### src/rtl/weight_bias_stream_fetcher_if.sv
`timescale 1ns/1ps
// Weight-BRAM read port plus the weight/bias output stream of the fetcher.
// Latency: none; this file only bundles wires.
// Backpressure: m_ready (slave to master) stalls the stream; the memory port has none.
//
// Ports:
//   mem_en / mem_addr   fetcher -> BRAM, read request
//   mem_rdata           BRAM -> fetcher, data one cycle after mem_en
//   m_valid / m_ready   output beat handshake
//   m_weights, m_bias, m_first, m_last, m_neuron   beat payload and tags
interface weight_bias_stream_fetcher_if #(
  parameter int LANES     = 4,
  parameter int W_PREC    = 8,
  parameter int BIAS_PREC = 32,
  parameter int CHUNKS    = 2,
  parameter int M         = 16
);
  localparam int MEM_W  = LANES * W_PREC + BIAS_PREC;
  localparam int ADDR_W = (M * CHUNKS > 1) ? $clog2(M * CHUNKS) : 1;
  localparam int IDX_W  = (M > 1) ? $clog2(M) : 1;

  logic                    mem_en;
  logic [ADDR_W-1:0]       mem_addr;
  logic [MEM_W-1:0]        mem_rdata;

  logic                    m_valid;
  logic                    m_ready;
  logic [LANES*W_PREC-1:0] m_weights;
  logic [BIAS_PREC-1:0]    m_bias;
  logic                    m_first;
  logic                    m_last;
  logic [IDX_W-1:0]        m_neuron;

  // Fetcher side.
  modport master (
    output mem_en, mem_addr,
    input  mem_rdata,
    output m_valid, m_weights, m_bias, m_first, m_last, m_neuron,
    input  m_ready
  );

  // BRAM / MAC-array side.
  modport slave (
    input  mem_en, mem_addr,
    output mem_rdata,
    input  m_valid, m_weights, m_bias, m_first, m_last, m_neuron,
    output m_ready
  );
endinterface

### src/rtl/weight_bias_stream_fetcher.sv
`timescale 1ns/1ps
// Streams per-neuron weight chunks and the neuron bias from a 1-cycle weight BRAM to the MAC array.
// Latency: start edge -> mem_en next cycle -> m_valid two cycles later; 1 beat/cycle sustained.
// Backpressure: 2-entry output FIFO; reads are issued only when a FIFO slot is guaranteed.
//
// Ports:
//   clk, clr           clock, asynchronous active-high reset
//   start              begins a pass (only honoured while idle)
//   num_neurons        neurons per pass, latched on start, clamped to M
//   loop               restart the pass at address 0 when the final beat is accepted
//   bus (master)       BRAM read port and output stream, see weight_bias_stream_fetcher_if
//   busy, done         pass in progress / one-cycle end-of-pass pulse
module weight_bias_stream_fetcher #(
  parameter  int LANES     = 4,
  parameter  int W_PREC    = 8,
  parameter  int BIAS_PREC = 32,
  parameter  int CHUNKS    = 2,
  parameter  int M         = 16,
  localparam int ADDR_W    = (M * CHUNKS > 1) ? $clog2(M * CHUNKS) : 1,
  localparam int IDX_W     = (M > 1) ? $clog2(M) : 1
) (
  input  logic                            clk,
  input  logic                            clr,
  input  logic                            start,
  input  logic [IDX_W:0]                  num_neurons,
  input  logic                            loop,
  weight_bias_stream_fetcher_if.master    bus,
  output logic                            busy,
  output logic                            done
);
  localparam int CHK_W = (CHUNKS > 1) ? $clog2(CHUNKS) : 1;
  localparam logic [IDX_W:0]   M_CAP    = (IDX_W + 1)'(M);
  localparam logic [CHK_W-1:0] LAST_CHK = CHK_W'(CHUNKS - 1);

  // Bias field sits above the weight lanes in each BRAM word.
  typedef struct packed {
    logic [BIAS_PREC-1:0]    bias;
    logic [LANES*W_PREC-1:0] weights;
  } word_t;

  typedef enum logic [1:0] {
    IDLE  = 2'd0,
    RUN   = 2'd1,
    DRAIN = 2'd2
  } state_t;

  state_t state, state_nxt;

  logic [IDX_W:0]       count;
  logic [ADDR_W-1:0]    rd_addr;
  logic [ADDR_W-1:0]    last_addr;
  logic                 rd_pend;      // read issued last cycle, data on mem_rdata now
  word_t                fifo_mem [2];
  logic                 wr_ptr;
  logic                 rd_ptr;
  logic [1:0]           occ;
  logic [CHK_W-1:0]     out_chunk;
  logic [IDX_W-1:0]     out_neuron;
  logic [BIAS_PREC-1:0] bias_q;
  logic                 done_q;

  logic                 issue;
  logic                 m_vld;
  logic                 pop;
  logic                 head_first;
  logic                 head_last;
  logic                 final_beat;
  logic [IDX_W:0]       clamped;
  logic [31:0]          pass_words;
  word_t                head;

  assign clamped    = (num_neurons > M_CAP) ? M_CAP : num_neurons;
  assign pass_words = 32'(clamped) * 32'(CHUNKS);

  assign head       = fifo_mem[rd_ptr];
  assign m_vld      = (occ != 2'd0);
  assign pop        = m_vld & bus.m_ready;
  assign head_first = (out_chunk == '0);
  assign head_last  = (out_chunk == LAST_CHK);
  assign final_beat = pop & head_last & ({1'b0, out_neuron} == count - 1'b1);

  always_ff @(posedge clk or posedge clr) begin
    if (clr) begin
      state <= IDLE;
    end else begin
      state <= state_nxt;
    end
  end

  always_comb begin
    state_nxt = state;
    issue     = 1'b0;
    case (state)
      IDLE: begin
        if (start && (clamped != '0)) begin
          state_nxt = RUN;
        end
      end
      RUN: begin
        // Occupancy after this edge (including the word landing now, minus a
        // beat leaving now) must leave a slot for the word this read returns.
        issue = ({1'b0, occ} + {2'b0, rd_pend}) <= (3'd1 + {2'b0, pop});
        if (issue && (rd_addr == last_addr)) begin
          state_nxt = DRAIN;
        end
      end
      DRAIN: begin
        if (final_beat) begin
          state_nxt = loop ? RUN : IDLE;
        end
      end
      default: state_nxt = IDLE;
    endcase
  end

  always_ff @(posedge clk or posedge clr) begin
    if (clr) begin
      count       <= '0;
      last_addr   <= '0;
      rd_addr     <= '0;
      rd_pend     <= 1'b0;
      fifo_mem[0] <= '0;
      fifo_mem[1] <= '0;
      wr_ptr      <= 1'b0;
      rd_ptr      <= 1'b0;
      occ         <= 2'd0;
      out_chunk   <= '0;
      out_neuron  <= '0;
      bias_q      <= '0;
      done_q      <= 1'b0;
    end else begin
      done_q  <= final_beat;
      rd_pend <= issue;

      if ((state == IDLE) && start) begin
        count      <= clamped;
        last_addr  <= ADDR_W'(pass_words - 32'd1);
        rd_addr    <= '0;
        out_chunk  <= '0;
        out_neuron <= '0;
        if (clamped == '0) begin
          done_q <= 1'b1;
        end
      end

      // Wrapping at the last address leaves the counter ready for a loop pass.
      if (issue) begin
        rd_addr <= (rd_addr == last_addr) ? '0 : rd_addr + 1'b1;
      end

      if (rd_pend) begin
        fifo_mem[wr_ptr] <= word_t'(bus.mem_rdata);
        wr_ptr           <= ~wr_ptr;
      end

      occ <= occ + {1'b0, rd_pend} - {1'b0, pop};

      if (pop) begin
        rd_ptr <= ~rd_ptr;
        if (head_first) begin
          bias_q <= head.bias;
        end
        if (head_last) begin
          out_chunk  <= '0;
          out_neuron <= final_beat ? '0 : out_neuron + 1'b1;
        end else begin
          out_chunk <= out_chunk + 1'b1;
        end
      end
    end
  end

  assign bus.mem_en    = issue;
  assign bus.mem_addr  = rd_addr;
  assign bus.m_valid   = m_vld;
  assign bus.m_weights = head.weights;
  // Chunk 0 carries the neuron bias; later chunks replay the captured copy.
  assign bus.m_bias    = head_first ? head.bias : bias_q;
  assign bus.m_first   = m_vld & head_first;
  assign bus.m_last    = m_vld & head_last;
  assign bus.m_neuron  = out_neuron;

  assign busy = (state != IDLE) | done_q;
  assign done = done_q;

endmodule

### src/flat_wrapper.sv
// flat-port wrapper written by rule: the top's interface ports become plain ports
module weight_bias_stream_fetcher_flat 
#(
  parameter  int LANES     = 4,
  parameter  int W_PREC    = 8,
  parameter  int BIAS_PREC = 32,
  parameter  int CHUNKS    = 2,
  parameter  int M         = 16,
  localparam int ADDR_W    = (M * CHUNKS > 1) ? $clog2(M * CHUNKS) : 1,
  localparam int IDX_W     = (M > 1) ? $clog2(M) : 1
)
  (clk, clr, start, num_neurons, loop, busy, done, bus_mem_en, bus_mem_addr, bus_mem_rdata, bus_m_valid, bus_m_weights, bus_m_bias, bus_m_first, bus_m_last, bus_m_neuron, bus_m_ready);
  weight_bias_stream_fetcher_if #(.LANES(LANES), .W_PREC(W_PREC), .BIAS_PREC(BIAS_PREC), .CHUNKS(CHUNKS), .M(M)) bus_i ();
  input  logic clk;
  input  logic clr;
  input  logic start;
  input  logic [IDX_W:0] num_neurons;
  input  logic loop;
  output logic busy;
  output logic done;
  output wire logic [$bits(bus_i.mem_en)-1:0] bus_mem_en;
  output wire logic [$bits(bus_i.mem_addr)-1:0] bus_mem_addr;
  input wire logic [$bits(bus_i.mem_rdata)-1:0] bus_mem_rdata;
  output wire logic [$bits(bus_i.m_valid)-1:0] bus_m_valid;
  output wire logic [$bits(bus_i.m_weights)-1:0] bus_m_weights;
  output wire logic [$bits(bus_i.m_bias)-1:0] bus_m_bias;
  output wire logic [$bits(bus_i.m_first)-1:0] bus_m_first;
  output wire logic [$bits(bus_i.m_last)-1:0] bus_m_last;
  output wire logic [$bits(bus_i.m_neuron)-1:0] bus_m_neuron;
  input wire logic [$bits(bus_i.m_ready)-1:0] bus_m_ready;
  assign bus_mem_en = bus_i.mem_en;
  assign bus_mem_addr = bus_i.mem_addr;
  assign bus_i.mem_rdata = bus_mem_rdata;
  assign bus_m_valid = bus_i.m_valid;
  assign bus_m_weights = bus_i.m_weights;
  assign bus_m_bias = bus_i.m_bias;
  assign bus_m_first = bus_i.m_first;
  assign bus_m_last = bus_i.m_last;
  assign bus_m_neuron = bus_i.m_neuron;
  assign bus_i.m_ready = bus_m_ready;
  weight_bias_stream_fetcher #(.LANES(LANES), .W_PREC(W_PREC), .BIAS_PREC(BIAS_PREC), .CHUNKS(CHUNKS), .M(M)) u_core (.clk(clk), .clr(clr), .start(start), .num_neurons(num_neurons), .loop(loop), .bus(bus_i), .busy(busy), .done(done));
endmodule
### config.mk
export PLATFORM = sky130hd
export DESIGN_NAME = weight_bias_stream_fetcher_flat
export DESIGN_NICKNAME = d
export VERILOG_FILES = /design/src/rtl/weight_bias_stream_fetcher_if.sv /design/src/rtl/weight_bias_stream_fetcher.sv /design/src/flat_wrapper.sv
export SDC_FILE = /design/constraint.sdc
export NUM_CORES = 1
export LEC_CHECK = 0
export CORE_MARGIN = 8
export CORE_UTILIZATION = 57
export DETAILED_ROUTE_END_ITERATION = 8
export HOLD_SLACK_MARGIN = 0.12
export PLACE_DENSITY = 0.86
export SLEW_MARGIN = 20
export SYNTH_ARGS = -nofsm -noshare
export SYNTH_HDL_FRONTEND = slang
export SYNTH_SLANG_ARGS = --single-unit
### constraint.sdc
create_clock -name clk -period 20.8 [get_ports clk]
set_input_delay 5.2 -clock clk [delete_from_list [all_inputs] [get_ports clk]]
set_output_delay 5.2 -clock clk [all_outputs]
set_load 0.05 [all_outputs]
==> impl_metrics.tcl <==
set metrics [dict create \
    finalSetupViolCount 0 \
    run_status "completed" \
    multiInputGateArea_mm2 0.003597 \
    fin_skew_ns 0.01198 \
    clock_path_buffers 2 \
    cts_buffers 17 \
    postSynth.asyncResetShare_pct 100.0 \
    port_buffers 152 \
    wl_um 19850 \
    grt_max_degree 100 \
    n_fill_cell 939 \
    max_freq_mhz 73.64 \
    htree_levels 4 \
    setup_tns_ns 0 \
    overflow 0 \
    routedWlPerCell_um 18.98 \
    timing.rr.start "u_core.occ[1]" \
    drt-initial-drc-count 221 \
    floorplan.initialDensity_pct 58.49 \
    core_mm2 0.01453 \
    seqCellArea_mm2 0.004710 \
    period_needed_ns 13.58 \
    cts_hold_buffers 0 \
    max_slew_margin_pct 28.50 \
    ys_ff_latch 188 \
    syn-instance-count 712 \
    critPathCaptureType "primary output" \
    yosys.area.top_type_share_pct 55.34 \
    yosys_warnings 0 \
    clkLatencyLatePin_ns 0.42 \
    worstSetupPathType "input pin to primary output" \
    hp-start "u_core.bias_q[2]" \
    synth_top_area_cell "dfrtp_1" \
    cp_max_fo 38 \
    synth_edf_count 0 \
    cts-resized-gates 0 \
    ctsRootBufferMaster "clkbuf_16" \
    worstPathArrival_ns 8.38 \
    grt_antenna_before_repair 2 \
    drive_above_1_share_pct 24.01 \
    gp_congestion 0.8102 \
    vias 5804 \
    synth_top_flop_cell "dfrtp_1" \
    grt_usage_pct 20.71 \
    synth_area_leaders "dfrtp_1 (55%), mux2_2 (21%), nand2_1 (6.7%)" \
    die_x_um 138.1 \
    rsz0062_at_grt "no" \
    syn_nets 797 \
    cts_setup_buffers 0 \
    hold_viol 0 \
    ys_seq_area_share_pct 55.34 \
    cap_violations 0 \
    first_pass_iters 5 \
    rows 44 \
    syn2layout_area_growth_pct 26.80 \
    syn_area_per_cell_um2 11.94 \
    fin_crit_sh_pct 65.29 \
    clk_pin_slew_worst_paths_ns 0.06 \
    dpl.hpwl_um 13530 \
    critPathRequiredTime_ns 15.60 \
    final_max_slew_viol_count 0 \
    die_area_mm2 0.01908 \
    hold_path.class "register to register" \
    synth_cell_types 43 \
    grt_pass1_wl_um 32460 \
    crit_path_start "bus_m_ready" \
    synth_area_mm2 0.008501 \
    worst_setup_path_start_kind "input pin" \
    vias_per_cell 5.549 \
    clock-sinks 188 \
    final_nets 935 \
    antenna-diode-count 0 \
    grt_pass1_vias 6488 \
    worst_pin_slew_ns 1.072 \
    cts_tree "built" \
    drc 0 \
    die_h_um 138.1 \
    ant_nets 0 \
    io_pins 153 \
]
==> per-layer routing <==
layer,global-route usage (%),vias up,share of wire (%)
li1,-,2699,-
met3,8.185,16,7.2
met1,23.86,2931,41
met2,35.34,154,51
met5,0,-,0.12
met4,5.034,4,0.76
==> cell families (layout without fill, tap and decap cells) <==
family	count (synthesis)	in the layout	synth area share, %
simple gates	194	194	9.464
mux	192	192	24.96
flops	188	188	55.34
compound gates	59	59	4.210
buf+inv	50	200	2.458
xor+xnor	18	18	1.855
fa+ha+maj	11	11	1.707
==> sequential cells by signal, indices dropped and copies added, names as in the netlist, 2 cells and up <==
| signal | flops |
|---|---|
| u_core.bus.m_neuron | 4 |
| u_core.bus.mem_addr | 5 |
| u_core.occ | 2 |
| u_core.state | 2 |
| u_core.count | 5 |
| u_core.bias_q | 32 |
| u_core.last_addr | 5 |
| u_core.fifo_mem | 128 |
==> cells in the mapped netlist, types with 2 or more instances <==
master	instances
clkbuf_1	20
nor2b_1	2
or3_1	2
xnor2_1	11
a21oi_1	2
nand2_1	152
dfrtp_1	188
nor3b_1	2
nand3_1	7
xor2_1	7
mux2i_1	32
o21ai_0	44
nand2b_1	6
nor3_1	3
buf_2	11
mux2_2	160
buf_1	5
ha_1	10
inv_1	12
nor2_1	13
==> metrics by stage <==
stage          cell area (µm²)  setup slack [ns]  utilization, %  hold slack (ns)  instances
2_1_floorplan             8501             8.563               -           0.4457        712
3_3_place_gp             10140             6.427           69.78           0.4565       1015
3_5_place_dp             10140             6.448           69.78           0.4627       1015
4_1_cts                  10780             6.395           74.14           0.4791       1046
5_1_grt                  10780             7.019           74.16           0.4960       1046
6_report                 10780             7.221           74.16           0.4775       1046
==> worst max-delay path, cell delays in order <==
cell and delay [ns]:
clkdlybuf4s50_1 0.46, nand2_1 0.05, buf_4 0.25, inv_2 0.55, fa_1 0.53, nor3b_1 0.27, o21ba_2 0.23, clkdlybuf4s50_1 0.82
==> placed cells by master, fill, tap and decap left out, drive strengths merged, types with 2 or more instances in the layout <==
| cell type | count |
|---|---|
| nor2b | 2 |
| buf | 4 |
| o21ai | 45 |
| a21oi | 2 |
| nand3 | 7 |
| bufinv | 4 |
| o2111ai | 2 |
| clkdlybuf4s50 | 152 |
| xor2 | 7 |
| mux2i | 32 |
| inv | 14 |
| or3 | 3 |
| ha | 10 |
| xnor2 | 11 |
| mux2 | 160 |
| o21ba | 2 |
| nand2 | 152 |
| clkinvlp | 2 |
| nor3b | 2 |
| nor3 | 3 |
| nand2b | 6 |
| clkbuf | 21 |
| nor2 | 13 |
| clkinv | 3 |
| dfrtp | 188 |
==> final timing paths <==
path / end / slack (ns) / depth (start not counted)
hold / removal: u_core.bias_q[2] / 0.48 / 2
min in group asynchronous: u_core.fifo_mem[72] / 5.34 / 2
hold reg to reg: u_core.bias_q[2] / 0.48 / 2
setup reg to reg: u_core.bus.mem_addr[4] / 17.27 / 11
setup / recovery: bus_mem_en / 7.22 / 8
max in group asynchronous: u_core.rd_ptr / 14.05 / 3
==> area by class of cell <==
class	count	area share [%]
Sequential cell	188	43.69
Multi-Input combinational cell	474	33.37
Inverter	13	0.4991
Clock buffer	21	4.364
Clock inverter	10	1.509
Timing Repair Buffer	156	14.43
Tap cell	184	2.136
Power is not shown: default switching activity piles up to over one toggle a cycle in this logic, so the estimate is an artifact.
